`src/rtl/uart_rx_sampler.sv`:
```
// ---------------------------------------------------------------------------
// uart_rx_sampler
//
// Oversampling UART receiver front-end. Synchronises the raw RX pin, validates
// start bits, recovers 8-bit frames (LSB first, optional parity, one stop bit)
// and hands each byte plus its error flags to the downstream core over a
// valid/ready handshake.
//
// Optional build macro:
//   UART_RX_MAJORITY_VOTE_EN - each bit (including start validation) is the
//   2-of-3 vote of rxs at the decision tick and the two ticks before it.
//   When undefined, a single rxs sample at the decision tick is used.
//
// Parameters:
//   OVERSAMPLE : sample ticks per bit (even, >= 4)
//   DIV_WIDTH  : width of the baud prescaler divisor
//
// Ports:
//   clk        in   rising-edge clock
//   reset_n    in   asynchronous active-low reset
//   rx         in   raw asynchronous serial input, idles high
//   divisor    in   clk cycles per sample tick minus 1 (latched at start)
//   parity_en  in   expect parity bit after the data bits (latched at start)
//   parity_odd in   1 = odd parity, 0 = even (latched at start)
//   data_out   out  received byte
//   data_valid out  data_out and flags are valid
//   data_ready in   consumer accepts the byte
//   frame_err  out  stop bit sampled 0
//   parity_err out  parity mismatch
//   break_det  out  data, parity (if enabled) and stop all sampled 0
//   overrun    out  one-cycle pulse: a completed byte was discarded
// ---------------------------------------------------------------------------
module uart_rx_sampler #(
    parameter int OVERSAMPLE = 16,
    parameter int DIV_WIDTH  = 16
) (
    input  logic                 clk,
    input  logic                 reset_n,
    input  logic                 rx,
    input  logic [DIV_WIDTH-1:0] divisor,
    input  logic                 parity_en,
    input  logic                 parity_odd,
    output logic [7:0]           data_out,
    output logic                 data_valid,
    input  logic                 data_ready,
    output logic                 frame_err,
    output logic                 parity_err,
    output logic                 break_det,
    output logic                 overrun
);

    localparam int              TW       = $clog2(OVERSAMPLE);
    localparam logic [TW-1:0]   TICK_DEC = TW'(OVERSAMPLE / 2 - 1);
    localparam logic [TW-1:0]   TICK_END = TW'(OVERSAMPLE - 1);

    typedef enum logic [2:0] {
        S_IDLE,
        S_START,
        S_DATA,
        S_PARITY,
        S_STOP,
        S_BRK_WAIT
    } state_t;

    state_t                 r_state;
    state_t                 w_state_nx;

    logic                   r_sync1;
    logic                   r_rxs;

    logic [DIV_WIDTH-1:0]   r_presc;
    logic [DIV_WIDTH-1:0]   r_div;
    logic [TW-1:0]          r_tcnt;
    logic [2:0]             r_bcnt;
    logic                   r_par_en;
    logic                   r_par_odd;
    logic                   r_par_bit;
    logic [7:0]             r_shift;

    logic                   w_tick;
    logic                   w_active;
    logic                   w_dec;
    logic                   w_bit;
    logic                   w_detect;
    logic                   w_shift_en;
    logic                   w_par_cap;
    logic                   w_complete;
    logic                   w_par_exp;
    logic                   w_ferr;
    logic                   w_perr;
    logic                   w_brk;

    // ---- synchronizer: idles (and resets) to the line-idle level ----
    always_ff @(posedge clk or negedge reset_n) begin
        if (!reset_n) begin
            r_sync1 <= 1'b1;
            r_rxs   <= 1'b1;
        end else begin
            r_sync1 <= rx;
            r_rxs   <= r_sync1;
        end
    end

    // ---- tick and decision-point generation ----
    assign w_tick   = (r_presc == r_div);
    assign w_active = (r_state == S_START) || (r_state == S_DATA) ||
                      (r_state == S_PARITY) || (r_state == S_STOP);
    // Decision is the OVERSAMPLE/2-th tick of the bit (counter is pre-increment).
    assign w_dec    = w_active && w_tick && (r_tcnt == TICK_DEC);

`ifdef UART_RX_MAJORITY_VOTE_EN
    logic [1:0] r_hist;

    function automatic logic f_maj(input logic a, input logic b, input logic c);
        return (a & b) | (a & c) | (b & c);
    endfunction

    // Holds rxs from the two most recent ticks; at the decision tick these are
    // ticks OVERSAMPLE/2-2 and OVERSAMPLE/2-1. Seeded with the start level.
    always_ff @(posedge clk) begin
        if (w_detect) begin
            r_hist <= 2'b00;
        end else if (w_tick) begin
            r_hist <= {r_hist[0], r_rxs};
        end
    end

    assign w_bit = f_maj(r_hist[1], r_hist[0], r_rxs);
`else
    assign w_bit = r_rxs;
`endif

    // ---- FSM ----
    always_ff @(posedge clk or negedge reset_n) begin
        if (!reset_n) begin
            r_state <= S_IDLE;
        end else begin
            r_state <= w_state_nx;
        end
    end

    always_comb begin
        w_state_nx = r_state;
        w_detect   = 1'b0;
        w_shift_en = 1'b0;
        w_par_cap  = 1'b0;
        w_complete = 1'b0;
        case (r_state)
            S_IDLE: begin
                if (!r_rxs) begin
                    w_detect   = 1'b1;
                    w_state_nx = S_START;
                end
            end
            S_START: begin
                if (w_dec) begin
                    w_state_nx = w_bit ? S_IDLE : S_DATA;
                end
            end
            S_DATA: begin
                if (w_dec) begin
                    w_shift_en = 1'b1;
                    if (r_bcnt == 3'd7) begin
                        w_state_nx = r_par_en ? S_PARITY : S_STOP;
                    end
                end
            end
            S_PARITY: begin
                if (w_dec) begin
                    w_par_cap  = 1'b1;
                    w_state_nx = S_STOP;
                end
            end
            S_STOP: begin
                if (w_dec) begin
                    w_complete = 1'b1;
                    // Leaving at mid-stop lets the next start edge be caught early.
                    w_state_nx = w_bit ? S_IDLE : S_BRK_WAIT;
                end
            end
            S_BRK_WAIT: begin
                if (r_rxs) begin
                    w_state_nx = S_IDLE;
                end
            end
            default: w_state_nx = S_IDLE;
        endcase
    end

    // ---- prescaler, tick-in-bit and data-bit counters ----
    always_ff @(posedge clk or negedge reset_n) begin
        if (!reset_n) begin
            r_presc <= '0;
            r_tcnt  <= '0;
            r_bcnt  <= '0;
        end else if (w_detect) begin
            r_presc <= '0;
            r_tcnt  <= '0;
            r_bcnt  <= '0;
        end else if (w_active) begin
            if (w_tick) begin
                r_presc <= '0;
                r_tcnt  <= (r_tcnt == TICK_END) ? '0 : r_tcnt + TW'(1);
            end else begin
                r_presc <= r_presc + DIV_WIDTH'(1);
            end
            if (w_shift_en) begin
                r_bcnt <= r_bcnt + 3'd1;
            end
        end
    end

    // ---- frame datapath: latched config, shift register, parity sample ----
    always_ff @(posedge clk) begin
        if (w_detect) begin
            r_div     <= divisor;
            r_par_en  <= parity_en;
            r_par_odd <= parity_odd;
            r_par_bit <= 1'b0;
        end
        if (w_shift_en) begin
            r_shift <= {w_bit, r_shift[7:1]};
        end
        if (w_par_cap) begin
            r_par_bit <= w_bit;
        end
    end

    // Flags for the byte completing this cycle; w_bit is the stop sample here.
    assign w_par_exp = (^r_shift) ^ r_par_odd;
    assign w_ferr    = ~w_bit;
    assign w_perr    = r_par_en & (r_par_bit ^ w_par_exp);
    assign w_brk     = (r_shift == 8'h00) & ~w_bit & (~r_par_en | ~r_par_bit);

    // ---- output register and handshake ----
    always_ff @(posedge clk or negedge reset_n) begin
        if (!reset_n) begin
            data_out   <= 8'h00;
            data_valid <= 1'b0;
            frame_err  <= 1'b0;
            parity_err <= 1'b0;
            break_det  <= 1'b0;
            overrun    <= 1'b0;
        end else begin
            overrun <= 1'b0;
            if (w_complete) begin
                if (!data_valid || data_ready) begin
                    data_out   <= r_shift;
                    frame_err  <= w_ferr;
                    parity_err <= w_perr;
                    break_det  <= w_brk;
                    data_valid <= 1'b1;
                end else begin
                    overrun <= 1'b1;
                end
            end else if (data_valid && data_ready) begin
                data_valid <= 1'b0;
            end
        end
    end

endmodule

```
`config.mk`:
```
export PLATFORM = sky130hd
export DESIGN_NAME = uart_rx_sampler
export DESIGN_NICKNAME = d
export VERILOG_FILES = /design/src/rtl/uart_rx_sampler.sv
export SDC_FILE = /design/constraint.sdc
export NUM_CORES = 1
export LEC_CHECK = 0
export BUFFER_PORTS_ARGS = -buffer_cell sky130_fd_sc_hd__buf_2
export CORE_ASPECT_RATIO = 1.2
export CORE_MARGIN = 10
export CORE_UTILIZATION = 28
export CTS_CLUSTER_SIZE = 10
export DETAILED_ROUTE_END_ITERATION = 10
export GPL_TIMING_DRIVEN = 0
export HOLD_SLACK_MARGIN = 0.02
export PLACE_DENSITY = 0.44
export SLEW_MARGIN = 10
export SYNTH_ARGS = -nofsm -noshare
export SYNTH_HDL_FRONTEND = slang
export SYNTH_SLANG_ARGS = --single-unit
```
`constraint.sdc`:
```
create_clock -name clk -period 3.1 [get_ports clk]
set_input_delay 0.62 -clock clk [delete_from_list [all_inputs] [get_ports clk]]
set_output_delay 0.62 -clock clk [all_outputs]
set_load 0.1 [all_outputs]
```
# Word-level counts from Yosys, hierarchy flattened
# Index checks and enable logic that the tools add are counted.
[totals]
ff_bits = 68
input_bits = 22
output_inout_bits = 13
word_cells = 101
[classes]
n_addsub = 3
n_eq_ne = 17
n_mux = 34
n_bitwise = 9
n_reduce_logical = 21
[op_table]
columns = ["cell", "n"]
rows = [
  ["2-to-1 mux 16 bit", 3],
  ["2-to-1 mux 3 bit", 12],
  ["case mux 3 bit (6 select lines)", 1],
  ["adder 16 x 1 -> 16 bit, second input constant", 1],
  ["== test 16 bit", 1],
  ["2-to-1 mux 4 bit", 4],
  ["2-to-1 mux 1 bit", 13],
  ["inequality test 2 bit, second input constant", 6],
  ["nonzero test 2 bit", 5],
  ["== test 3 bit, second input constant", 3],
  ["logical NOT 8 bit", 1],
  ["AND reduction 2 bit", 4],
  ["XOR reduction 8 bit", 1],
  ["AND reduction 7 bit", 1],
  ["== test 3 x 2 -> 1 bit, second input constant", 2],
  ["adder 4 x 1 -> 4 bit, second input constant", 1],
  ["== test 4 x 3 -> 1 bit, second input constant", 1],
  ["== test 4 bit, second input constant", 1],
  ["logical OR 1 bit", 4],
  ["inequality test 2 x 1 -> 1 bit, second input constant", 2],
  ["adder 3 x 1 -> 3 bit, second input constant", 1],
  ["AND 1 bit", 3],
  ["== test 3 x 1 -> 1 bit, second input constant", 1],
  ["logical AND 1 bit", 3],
  ["6 further kinds", 9],
]

# Depth between registers and ports, before layout
# Gate-level depths: netlist of run 1.
[depth]
word_depth = 11
depth_mapped = 7
depth_no_buf = 7

# Worst setup path after synthesis of run 1
# No wires, ideal clock.
[synth_timing]
path_type = "reg-to-reg"
startpoint = "register r_presc[9]"
endpoint = "register r_shift[0] (enable)"
arrival_time_ns = 1.887
slack_ns = 0.889
stages_incl_launch_ff = 7
n_path_buf = 1
period_less_slack_ns = 2.211
path_cell_list = "dfrtp_1 xor2_1 nor4_2 nand4_2 or4_1 buf_2 inv_1"
[synth_via]
elab_chain_cells = 5
[synth_rtl]
columns = ["element", "line", "rtl"]
rows = [
  ["from (decl)", "71", "logic [DIV_WIDTH-1:0] r_presc;"],
  ["from (signal assigned)", "205", "r_presc <= r_presc + DIV_WIDTH'(1);"],
  ["== test 16 bit", "105", "assign w_tick = (r_presc == r_div);"],
  ["logical AND 1 bit (2 in series)", "109", "assign w_dec = w_active && w_tick && (r_tcnt == TICK_DEC);"],
  ["2-to-1 mux 1 bit", "161", "if (w_dec) begin"],
  ["2-to-1 mux 1 bit", "148", "case (r_state)"],
  ["named net w_shift_en", "85", "logic w_shift_en;"],
  ["to (signal assigned)", "222", "r_shift <= {w_bit, r_shift[7:1]};"],
  ["to (decl)", "78", "logic [7:0] r_shift;"],
]
# The timed path passes the listed nets, and every way through them passes these cells.
# A chain may end at the register's enable or synchronous reset.

# Final worst setup path of run 1
[layout_timing]
startpoint = "register r_presc[9]"
endpoint = "register r_shift[6] (enable)"
# Same word-level chain as after synthesis.

==> results of run 1 <==
==> kinds of logic (layout without fill, tap and decap cells) <==
family,count (synthesis),in the layout
and+or+nand+nor,94,94
DFF,68,68
buffers and inverters,33,83
AOI/OAI and AO/OA,31,31
xor gates and xnor gates,31,31
muxes,14,14
adders and majority gates,8,8
==> layer usage <==
layer / GRT usage / routed length [um] / vias up
li1: - / - / 1085
met1: 0.1039 / 3088 / 1071
met2: 0.1430 / 3367 / 47
met3: 0.02892 / 322 / 14
met4: 0.05151 / 191 / 0
met5: 0 / 0 / -
==> cell usage in the layout (no fill, tap or decap), types with 9 or more instances in the layout <==
master | netlist | routed
sky130_fd_sc_hd__mux2_2 | 9 | 9
sky130_fd_sc_hd__nand3_1 | 12 | 12
sky130_fd_sc_hd__nor2_1 | 20 | 20
sky130_fd_sc_hd__edfxtp_1 | 27 | 27
sky130_fd_sc_hd__inv_1 | 22 | 22
sky130_fd_sc_hd__xnor2_1 | 9 | 9
sky130_fd_sc_hd__nand2_1 | 18 | 18
sky130_fd_sc_hd__clkbuf_16 | 0 | 9
sky130_fd_sc_hd__buf_2 | 3 | 37
sky130_fd_sc_hd__xor2_1 | 22 | 22
sky130_fd_sc_hd__dfrtp_1 | 39 | 39
==> registers in the layout, summed over array words and instances (netlist names), 3 cells and up <==
name / count
r_shift: 8
r_div: 16
r_bcnt: 3
r_state: 3
r_presc: 16
data_out: 8
r_tcnt: 4
==> cell type report <==
cell class | count | area, um2 | area share
Tap cell | 157 | 196.4 | 0.05014
Clock inverter | 6 | 65.06 | 0.01661
Inverter | 22 | 82.58 | 0.02108
Buffer | 11 | 48.80 | 0.01246
Sequential cell | 68 | 1839 | 0.4695
Timing Repair Buffer | 34 | 170.2 | 0.04344
Clock buffer | 10 | 229.0 | 0.05845
Multi-Input combinational cell | 178 | 1286 | 0.3283
==> how the worst min path moves through the flow <==
stage	startpoint	to	slack (ps)	depth (start not counted)
5_1_grt	r_sync1	r_rxs	360	0
6_report	r_sync1	r_rxs	360	0
2_1_floorplan	reset_n	break_det	320	0
3_3_place_gp	r_sync1	r_rxs	350	0
3_5_place_dp	r_sync1	r_rxs	350	0
4_1_cts	r_sync1	r_rxs	360	0
==> stage by stage <==
step | setup WS (ps) | cell area (um2) | hold WS, ps | total power [uW]
6_report | 402.3 | 3918 | 355.4 | 2001
5_1_grt | 257.5 | 3918 | 361.4 | 2083
4_1_cts | 362.2 | 3918 | 357.0 | 2038
3_5_place_dp | 376.2 | 3623 | 349.1 | 1011
3_3_place_gp | 385.5 | 3623 | 348.5 | 1010
2_1_floorplan | 889.3 | 3257 | 324.4 | 981.7
==> power groups by stage <==
stage	sequential [uW]	clock [uW]	combinational [uW]
after floorplan	967	0	14.7
after global placement	969	0	41.1
after detailed placement	969	0	41.7
after CTS	952	1040	41.9
after global routing	953	1080	46.2
final	952	1010	39.7
==> flow_summary.toml, run 1 <==
[worst_setup_path]
critical_path.max_stage_delay_ps = 480
critical_path.slowest_cell = "sky130_fd_sc_hd__or4_1"
critical_path_class = "reg2reg"
cp.buffers_inverters = 2
end_kind = "flop"
reg2reg_setup_slack_ps = 400
worstReg2RegStart = "r_presc[9]"
critPathLaunchType = "flop"
reg2reg_to = "r_shift[6]"
crit_chain = "xor2_1 > nor4_2 > nand4_2 > or4_1 > buf_2 > inv_1"
timing.critical_path.to = "r_shift[6]"
crit_path_start = "r_presc[9]"
cp_data_arrival_time_ps = 2700
critPathTopFamily = "simple AND/OR/NAND/NOR gates"
worst-path-max-fanout = 8
cp_data_required_time_ps = 3100
worst-path-stages = 6
reg2regPathDepth = 6

[routing]
drtAntennaViolNets = 0
avgRoutedWirePerCell_um = 14.34
wl_um = 6969
drt_pass1_iterations = 4
drtIter0Drc = 155
total_vias_in_the_final_route = 2217
drcViolationCount = 0
drt-vias-per-instance = 4.562

[timing]
fin_worst_skew_ps = 7.303
fin_setup_tns_ps = 0
report.final.setup_viol = 0
timing.slew.headroom = 0.3674
slew_viol_final = 0
rsz0062_at_grt = "false"
maxClockFrequency_ghz = 0.3707
final_hold_viol_count = 0
layout_min_cycle_time_ps = 2698
fin_crit_sh = 0.8702
worst_pin_slew_ps = 948.9

[synth]
number_of_register_bits_inferred_by_synthesis = 68
syn-num-nets = 309
ys_seq_area_frac = 0.5647
synth_edf_count = 27
synth_simple_gate_area_share = 0.1625
async_reset_ff_frac = 0.6029
synth.top_cells.by_count = "sky130_fd_sc_hd__dfrtp_1, sky130_fd_sc_hd__edfxtp_1, sky130_fd_sc_hd__inv_1, sky130_fd_sc_hd__xor2_1, sky130_fd_sc_hd__nor2_1"
synth_top_area_share = 0.2997
postSynthCellCount = 279
yosysWarningCount = 0
compound_cell_area_share_of_the_yosys_netlist = 0.07184
yosys.area_share.adder = 0.03073
synth.area.mux_share = 0.04648
syn-mean-instance-area_um2 = 11.67
dominantRegCellSynth = "sky130_fd_sc_hd__dfrtp_1"
leading_post_synthesis_cells_by_cell_area = "sky130_fd_sc_hd__dfrtp_1, sky130_fd_sc_hd__edfxtp_1, sky130_fd_sc_hd__xor2_1"
yosys.area.top_type = "sky130_fd_sc_hd__dfrtp_1"
synth-xor-area-share = 0.08337
synthMostInstantiatedCell = "sky130_fd_sc_hd__dfrtp_1"
synth_cell_types = 50
syn_std_cell_area_um2 = 3257
main_combinational_cell_family_by_area_after_synthesis = "simple AND/OR/NAND/NOR gates"

[finish]
stdcell_count = 486
layout.filler_cells = 1144
finalNetCount = 354
drive_above_1_share = 0.2188
postLayoutCoreUtil = 0.3419
area_growth_pct = 20.28
antennaDiodeCount = 0

[run]
drv.max_cap_violation_count = 0

[grt]
global_route_wire_length_before_repair_um = 11850
globalRouteOverflowTotal = 0
grt_max_degree = 42
antenna_found_initial = 0
first_global_vias = 2332
grt_util_all_layers = 0.08980

[power]
p_leak_uw = 0.001712
sequentialPowerShare = 0.476
clock_power_share = 0.504
switching_fraction_of_total_power = 0.2086
share_comb_of_total_power = 0.020
power.net_switching_uw = 417.3
pwr_density_cell_nw_per_um2 = 510.7
worst_ir_drop_vdd_mv = 0.2376
internal_power_summed_over_all_cells_uw = 1583

[cts]
clk_pin_slew_ps = 60
holdBufCountCts = 0
htree_levels = 3
tritoncts_clock_tree = "built"
post_cts_resized = 0
cts.sink_count = 68
cts_root_buffer = "sky130_fd_sc_hd__clkbuf_16"
cts_buffers = 9
worst_skew_pair.late_latency_ps = 330
cts.path.max_buffers = 2
postCtsSetupRepairBufs = 0

[placement]
numPortBuffers = 34
placed_cells = 470
detailed_place_hpwl_um = 4934
finalWeightedCongestion = 0.7624

[die]
boundaryPins = 35
core.rowCount = 43
floorplan.initialDensity = 0.2842
die_height_um = 138.1
fp.dieArea_um2 = 16360
dieWidth_um = 118.5
std_cell_core_area_um2 = 11460

[run_status]
outcome = "finished, final reports clean"

[min_path]
min-delay-path-class = "reg2reg"
(Power assumes the default switching activity.)
==> inputs of run 2 (changes only) <==
Settings changed: ABC_AREA set to 1, CTS_CLUSTER_DIAMETER set to 150, SLEW_MARGIN 10 to unset.
==> run 2 against run 1 <==
Compared with the run above: synthesized cell count grew 34%; die area grew 1.8%; sequential power barely moved; core utilization increased by 0.23 points; flip-flop and latch count unchanged; total power rose by 1.3%; clock-buffer cell count is 3 higher; register-to-register slack improved by 140 ps; cell area up 2.1%; critical endpoint is now r_tcnt[2]; largest power group unchanged.
==> flow_summary.toml, run 2 <==
[timing]
final_hold_viol_count = 0
maxClockFrequency_ghz = 0.3903
timing.slew.headroom = 0.2401
layout_min_cycle_time_ps = 2562
worst_pin_slew_ps = 1139
fin_setup_tns_ps = 0
timing.hold.ws_ps = 355.2
slew_viol_final = 0
report.final.setup_viol = 0
rsz0062_at_grt = "false"
fin_worst_skew_ps = 5.273
fin_crit_sh = 0.8265

[finish]
stdcell_count = 582
layout_commonest_cell = "sky130_fd_sc_hd__nand2_1"
finalNetCount = 450
reg_top3 = "r_div (16), r_presc (16)"
area_growth_pct = 20.24
final_cell_mix = "sky130_fd_sc_hd__nand2_1, sky130_fd_sc_hd__inv_1, sky130_fd_sc_hd__dfrtp_1"
drive_above_1_share = 0.1929
antennaDiodeCount = 0

[run]
drv.max_cap_violation_count = 0

[grt]
globalRouteOverflowTotal = 0
grt_util_all_layers = 0.08932
first_global_vias = 2545
antenna_found_initial = 0
global_route_wire_length_before_repair_um = 12130
grt_max_degree = 42

[placement]
detailed_place_hpwl_um = 5153
placed_cells = 566
finalWeightedCongestion = 0.7751
numPortBuffers = 34

[power]
p_leak_uw = 0.001942
worst_ir_drop_vdd_mv = 0.2004
pwr_density_cell_nw_per_um2 = 507.0

[worst_setup_path]
reg2regPathDepth = 9
critPathLaunchType = "flop"
critical_path_class = "reg2reg"
critPathTopFamily = "simple AND/OR/NAND/NOR gates"
cp_data_required_time_ps = 3350
cp.buffers_inverters = 2
worst-path-stages = 9
top_cell_by_count_worst_path = "sky130_fd_sc_hd__nand2_1"
critical_path.slowest_cell = "sky130_fd_sc_hd__nor2_2"
end_kind = "flop"
critical_path.max_stage_delay_ps = 870
cp_data_arrival_time_ps = 2810
worst-path-max-fanout = 21
crit_chain = "nor2_1 > nand2_1 > nor2_2 > inv_2 > nand2_2 > nand2_4 > clkinv_2 > nand2_1 > a21oi_1"

[synth]
leading_post_synthesis_cells_by_cell_area = "sky130_fd_sc_hd__dfrtp_1, sky130_fd_sc_hd__edfxtp_1, sky130_fd_sc_hd__nand2_1"
dominantRegCellSynth = "sky130_fd_sc_hd__dfrtp_1"
async_reset_ff_frac = 0.6029
yosysWarningCount = 0
yosys.area.top_type = "sky130_fd_sc_hd__dfrtp_1"
syn_std_cell_area_um2 = 3326
synth.top_cells.by_count = "sky130_fd_sc_hd__nand2_1, sky130_fd_sc_hd__inv_1, sky130_fd_sc_hd__dfrtp_1, sky130_fd_sc_hd__edfxtp_1, sky130_fd_sc_hd__nor2_1"
synth_cell_types = 36
syn-num-nets = 405
synth_top_area_share = 0.2935
synth_edf_count = 27
postSynthCellCount = 375
syn-mean-instance-area_um2 = 8.869
ys_seq_area_frac = 0.5530
number_of_register_bits_inferred_by_synthesis = 68
synthMostInstantiatedCell = "sky130_fd_sc_hd__nand2_1"

[routing]
drt-vias-per-instance = 4.254
drt_pass1_iterations = 5
total_vias_in_the_final_route = 2476
drcViolationCount = 0
wl_um = 7031
avgRoutedWirePerCell_um = 12.08
drtIter0Drc = 120
drtAntennaViolNets = 0

[cts]
holdBufCountCts = 0
clk_pin_slew_ps = 50
cts.sink_count = 68
cts.path.max_buffers = 2
cts_root_buffer = "sky130_fd_sc_hd__clkbuf_16"
cts_buffers = 9
worst_skew_pair.late_latency_ps = 330
tritoncts_clock_tree = "built"
post_cts_resized = 0
postCtsSetupRepairBufs = 0
htree_levels = 3

[run_status]
outcome = "finished, final reports clean"

[die]
fp.dieArea_um2 = 16660
floorplan.initialDensity = 0.2862
die_height_um = 139.4
dieWidth_um = 119.5
core.rowCount = 43
boundaryPins = 35
std_cell_core_area_um2 = 11620

[min_path]
min-delay-path-class = "reg2reg"
worst_hold_path.num_cells = 0
-- run 2: cell count changes in the layout (fill, tap and decap cells not counted), sizes merged, moves of 7 or more --
cell,previous run,this run
nor2,20,30
xnor2,9,2
mux2,9,0
inv,22,62
nand2,18,117
nand3,12,19
xor2,22,7
o21ai,2,23
-- run 2: worst register-to-register path, stage by stage, from the launching register on --
cell	delay, ps
sky130_fd_sc_hd__dfrtp_1	430
sky130_fd_sc_hd__nor2_1	170
sky130_fd_sc_hd__nand2_1	120
sky130_fd_sc_hd__nor2_2	870
sky130_fd_sc_hd__inv_2	260
sky130_fd_sc_hd__nand2_2	190
sky130_fd_sc_hd__nand2_4	110
sky130_fd_sc_hd__clkinv_2	160
sky130_fd_sc_hd__nand2_1	80
sky130_fd_sc_hd__a21oi_1	120
-- run 2: final timing paths --
kind	slack, ps	endpoint	from
max	540	r_tcnt[2]	r_state[0]
min	360	r_rxs	r_sync1
max reg2reg	540	r_tcnt[2]	r_state[0]
min reg2reg	360	r_rxs	r_sync1
max in group asynchronous	2050	r_state[1]	reset_n
min in group asynchronous	440	data_out[0]	reset_n
-- run 2: metrics by stage --
step           setup slack [ps]  utilization  power [uW]  instance area, um2
2_1_floorplan              1090            -       979.0                3326
3_3_place_gp              414.7       0.3177        1008                3692
3_5_place_dp              407.4       0.3177        1009                3692
4_1_cts                   383.2       0.3441        2067                3999
5_1_grt                   164.8       0.3441        2114                3999
6_report                  537.9       0.3441        2028                3999
-- run 2: per-layer routing --
layer | GRT usage | up-vias | routed length (um)
met2 | 0.1488 | 51 | 3425
met5 | 0 | - | 0
met4 | 0.03817 | 0 | 129
li1 | - | 1289 | -
met1 | 0.1027 | 1125 | 3120
met3 | 0.02833 | 11 | 356
-- run 2: power by group --
group	internal, uW	total, uW	switching (uW)
Sequential	942	950	7.52
Combinational	15.2	40.3	25.1
Clock	668	1040	369
Total	1630	2030	402
-- run 2: cell families after synthesis --
kind of cell / synth area share
adders and majority gates: 0.03010
xor gates and xnor gates: 0.02370
and+or+nand+nor: 0.2348
muxes: 0.003010
buffers and inverters: 0.07788
AOI/OAI and AO/OA: 0.07750
DFF: 0.5530
-- run 2: cell type report --
| cell class | instances | area, um2 |
|---|---|---|
| buffer | 2 | 16.27 |
| clock buffer | 13 | 260.3 |
| clock inverter | 3 | 46.29 |
| fill | 1239 | 7622 |
| inverter | 64 | 242.7 |
| multi-input combinational | 241 | 1227 |
| sequential | 68 | 1839 |
| tap | 157 | 196.4 |
| timing repair buffer | 34 | 170.2 |
==> inputs of run 3 (changes only) <==
Settings changed: ABC_AREA 1 to 0.
Clock period 3.1 ns to 2.7 ns, I/O delays scaled along.
==> run 3 against run 2 <==
Compared with the run above: wire length decreased by 0.28%; setup slack lost 390 ps; non-clock buffer count grew 13; flip-flop and latch count unchanged; sequential power up 15%; critical path depth down 3; first-iteration DRC count grew 38%; worst hold slack lost 47 ps; die area down 1.7%; largest power group unchanged.
==> flow_summary.toml, run 3 (same netlist as run 1, synthesis figures left out) <==
[run]
drv.max_cap_violation_count = 0

[min_path]
min-delay-path-class = "in2reg"
min_to = "r_sync1"
hold_start = "rx"
worst_hold_path.num_cells = 1

[grt]
global_route_wire_length_before_repair_um = 11850
antenna_found_initial = 0
grt_util_all_layers = 0.08980
globalRouteOverflowTotal = 0
grt_max_degree = 42
first_global_vias = 2332

[timing]
timing.slew.headroom = 0.3640
layout_min_cycle_time_ps = 2556
slew_viol_final = 0
fin_ws_ps = 143.9
rsz0062_at_grt = "false"
fin_setup_tns_ps = 0
fin_crit_sh = 0.9467
maxClockFrequency_ghz = 0.3912
report.final.setup_viol = 0
final_hold_viol_count = 0
worst_pin_slew_ps = 954.0
fin_worst_skew_ps = 7.340

[power]
p_leak_uw = 0.001723
design_power_total_uw = 2297
pwr_density_cell_nw_per_um2 = 578.4
worst_ir_drop_vdd_mv = 0.2722

[cts]
clk_pin_slew_ps = 60
cts_buffers = 9
cts.path.max_buffers = 2
holdBufCountCts = 0
cts.sink_count = 68
worst_skew_pair.late_latency_ps = 330
cts_root_buffer = "sky130_fd_sc_hd__clkbuf_16"
htree_levels = 3
tritoncts_clock_tree = "built"

[placement]
preCtsSetupSlack_ps = -23.85
finalWeightedCongestion = 0.7624
numPortBuffers = 34
placed_cell_areas_um2 = 3623
detailed_place_hpwl_um = 4934

[die]
dieWidth_um = 118.5
floorplan.initialDensity = 0.2842
die_height_um = 138.1
boundaryPins = 35
fp.dieArea_um2 = 16360
core.rowCount = 43
std_cell_core_area_um2 = 11460

[finish]
reg_top3 = "r_div (16), r_presc (16)"
finalNetCount = 359
postLayoutCoreUtil = 0.3465
antennaDiodeCount = 0
area_growth_pct = 21.94
layout_commonest_cell = "sky130_fd_sc_hd__dfrtp_1"
finish.instance_area_um2 = 3971
drive_above_1_share = 0.2365
final_cell_mix = "sky130_fd_sc_hd__dfrtp_1, sky130_fd_sc_hd__buf_2, sky130_fd_sc_hd__edfxtp_1"

[worst_setup_path]
reg2reg_setup_slack_ps = 140
reg2reg_to = "r_shift[6]"
end_kind = "flop"
reg2regPathDepth = 6
worst-path-max-fanout = 8
critical_path_class = "reg2reg"
cp_data_arrival_time_ps = 2560
cp_data_required_time_ps = 2700
worstReg2RegStart = "r_presc[9]"
critPathLaunchType = "flop"

[routing]
drcViolationCount = 0
drtIter0Drc = 166
total_vias_in_the_final_route = 2218
drt_pass1_iterations = 4
avgRoutedWirePerCell_um = 14.28
wl_um = 7011
drt-vias-per-instance = 4.517
drtAntennaViolNets = 0

[run_status]
outcome = "finished, final reports clean"
[run 3: changes by cell type in the layout (fill, tap and decap cells not counted), moves of 10 or more]
cell	before	now
sky130_fd_sc_hd__o21ai_0	13	2
sky130_fd_sc_hd__xor2_1	7	22
sky130_fd_sc_hd__nand2_1	115	18
sky130_fd_sc_hd__inv_2	10	0
sky130_fd_sc_hd__inv_1	52	21
[run 3: how the worst max path moves through the flow]
stage,start,to,slack (ps),cells after the start
floorplan,r_presc[9],r_shift[0],490,6
global placement,r_presc[9],r_shift[0],-10,6
detailed placement,r_presc[9],r_shift[0],-20,6
CTS,r_div[15],r_shift[6],30,6
global route,r_rxs,r_presc[11],1,7
finish,r_presc[9],r_shift[6],140,6
[run 3: worst max-delay path: stages (launching register included)]
cell                      delay, ps
sky130_fd_sc_hd__dfrtp_1        470
sky130_fd_sc_hd__xor2_1         220
sky130_fd_sc_hd__nor4_4         390
sky130_fd_sc_hd__nand4_2        260
sky130_fd_sc_hd__or4_1          460
sky130_fd_sc_hd__buf_2          170
sky130_fd_sc_hd__inv_1          260
[run 3: metal layers]
layer | track usage | wire length [um] | vias to the layer above
li1 | - | - | 1098
met1 | 0.1039 | 3131 | 1072
met2 | 0.1430 | 3406 | 34
met3 | 0.02892 | 283 | 14
met4 | 0.05151 | 190 | 0
met5 | 0 | 0 | -
[run 3: cell type report]
class	count	area, um2
fill	1141	7488
sequential	68	1839
multi-input combinational	178	1301
clock buffer	10	229.0
timing repair buffer	38	200.2
tap	157	196.4
inverter	22	86.33
clock inverter	6	65.06
buffer	11	48.80
timing repair inverter	1	5.005
[run 3: where the power goes]
group | internal [uW] | switching, uW
Sequential | 1080 | 9.52
Combinational | 20.6 | 25.5
Clock | 714 | 444
Total | 1820 | 479
[run 3: repair_timing]
item | 4_1_cts | 5_1_grt
pin swaps | 0 | 1
buffers inserted | 0 | 4
gates resized for setup | 1 | 2
gates cloned | 0 | 1
setup endpoints to repair | 8 | 17
[run 3: per-stage QoR]
step                hold slack, ps  instances
global route                 293.1        491
global placement             348.5        470
finish                       308.5        491
detailed placement           349.1        470
CTS                          297.7        486
floorplan                    244.4        279
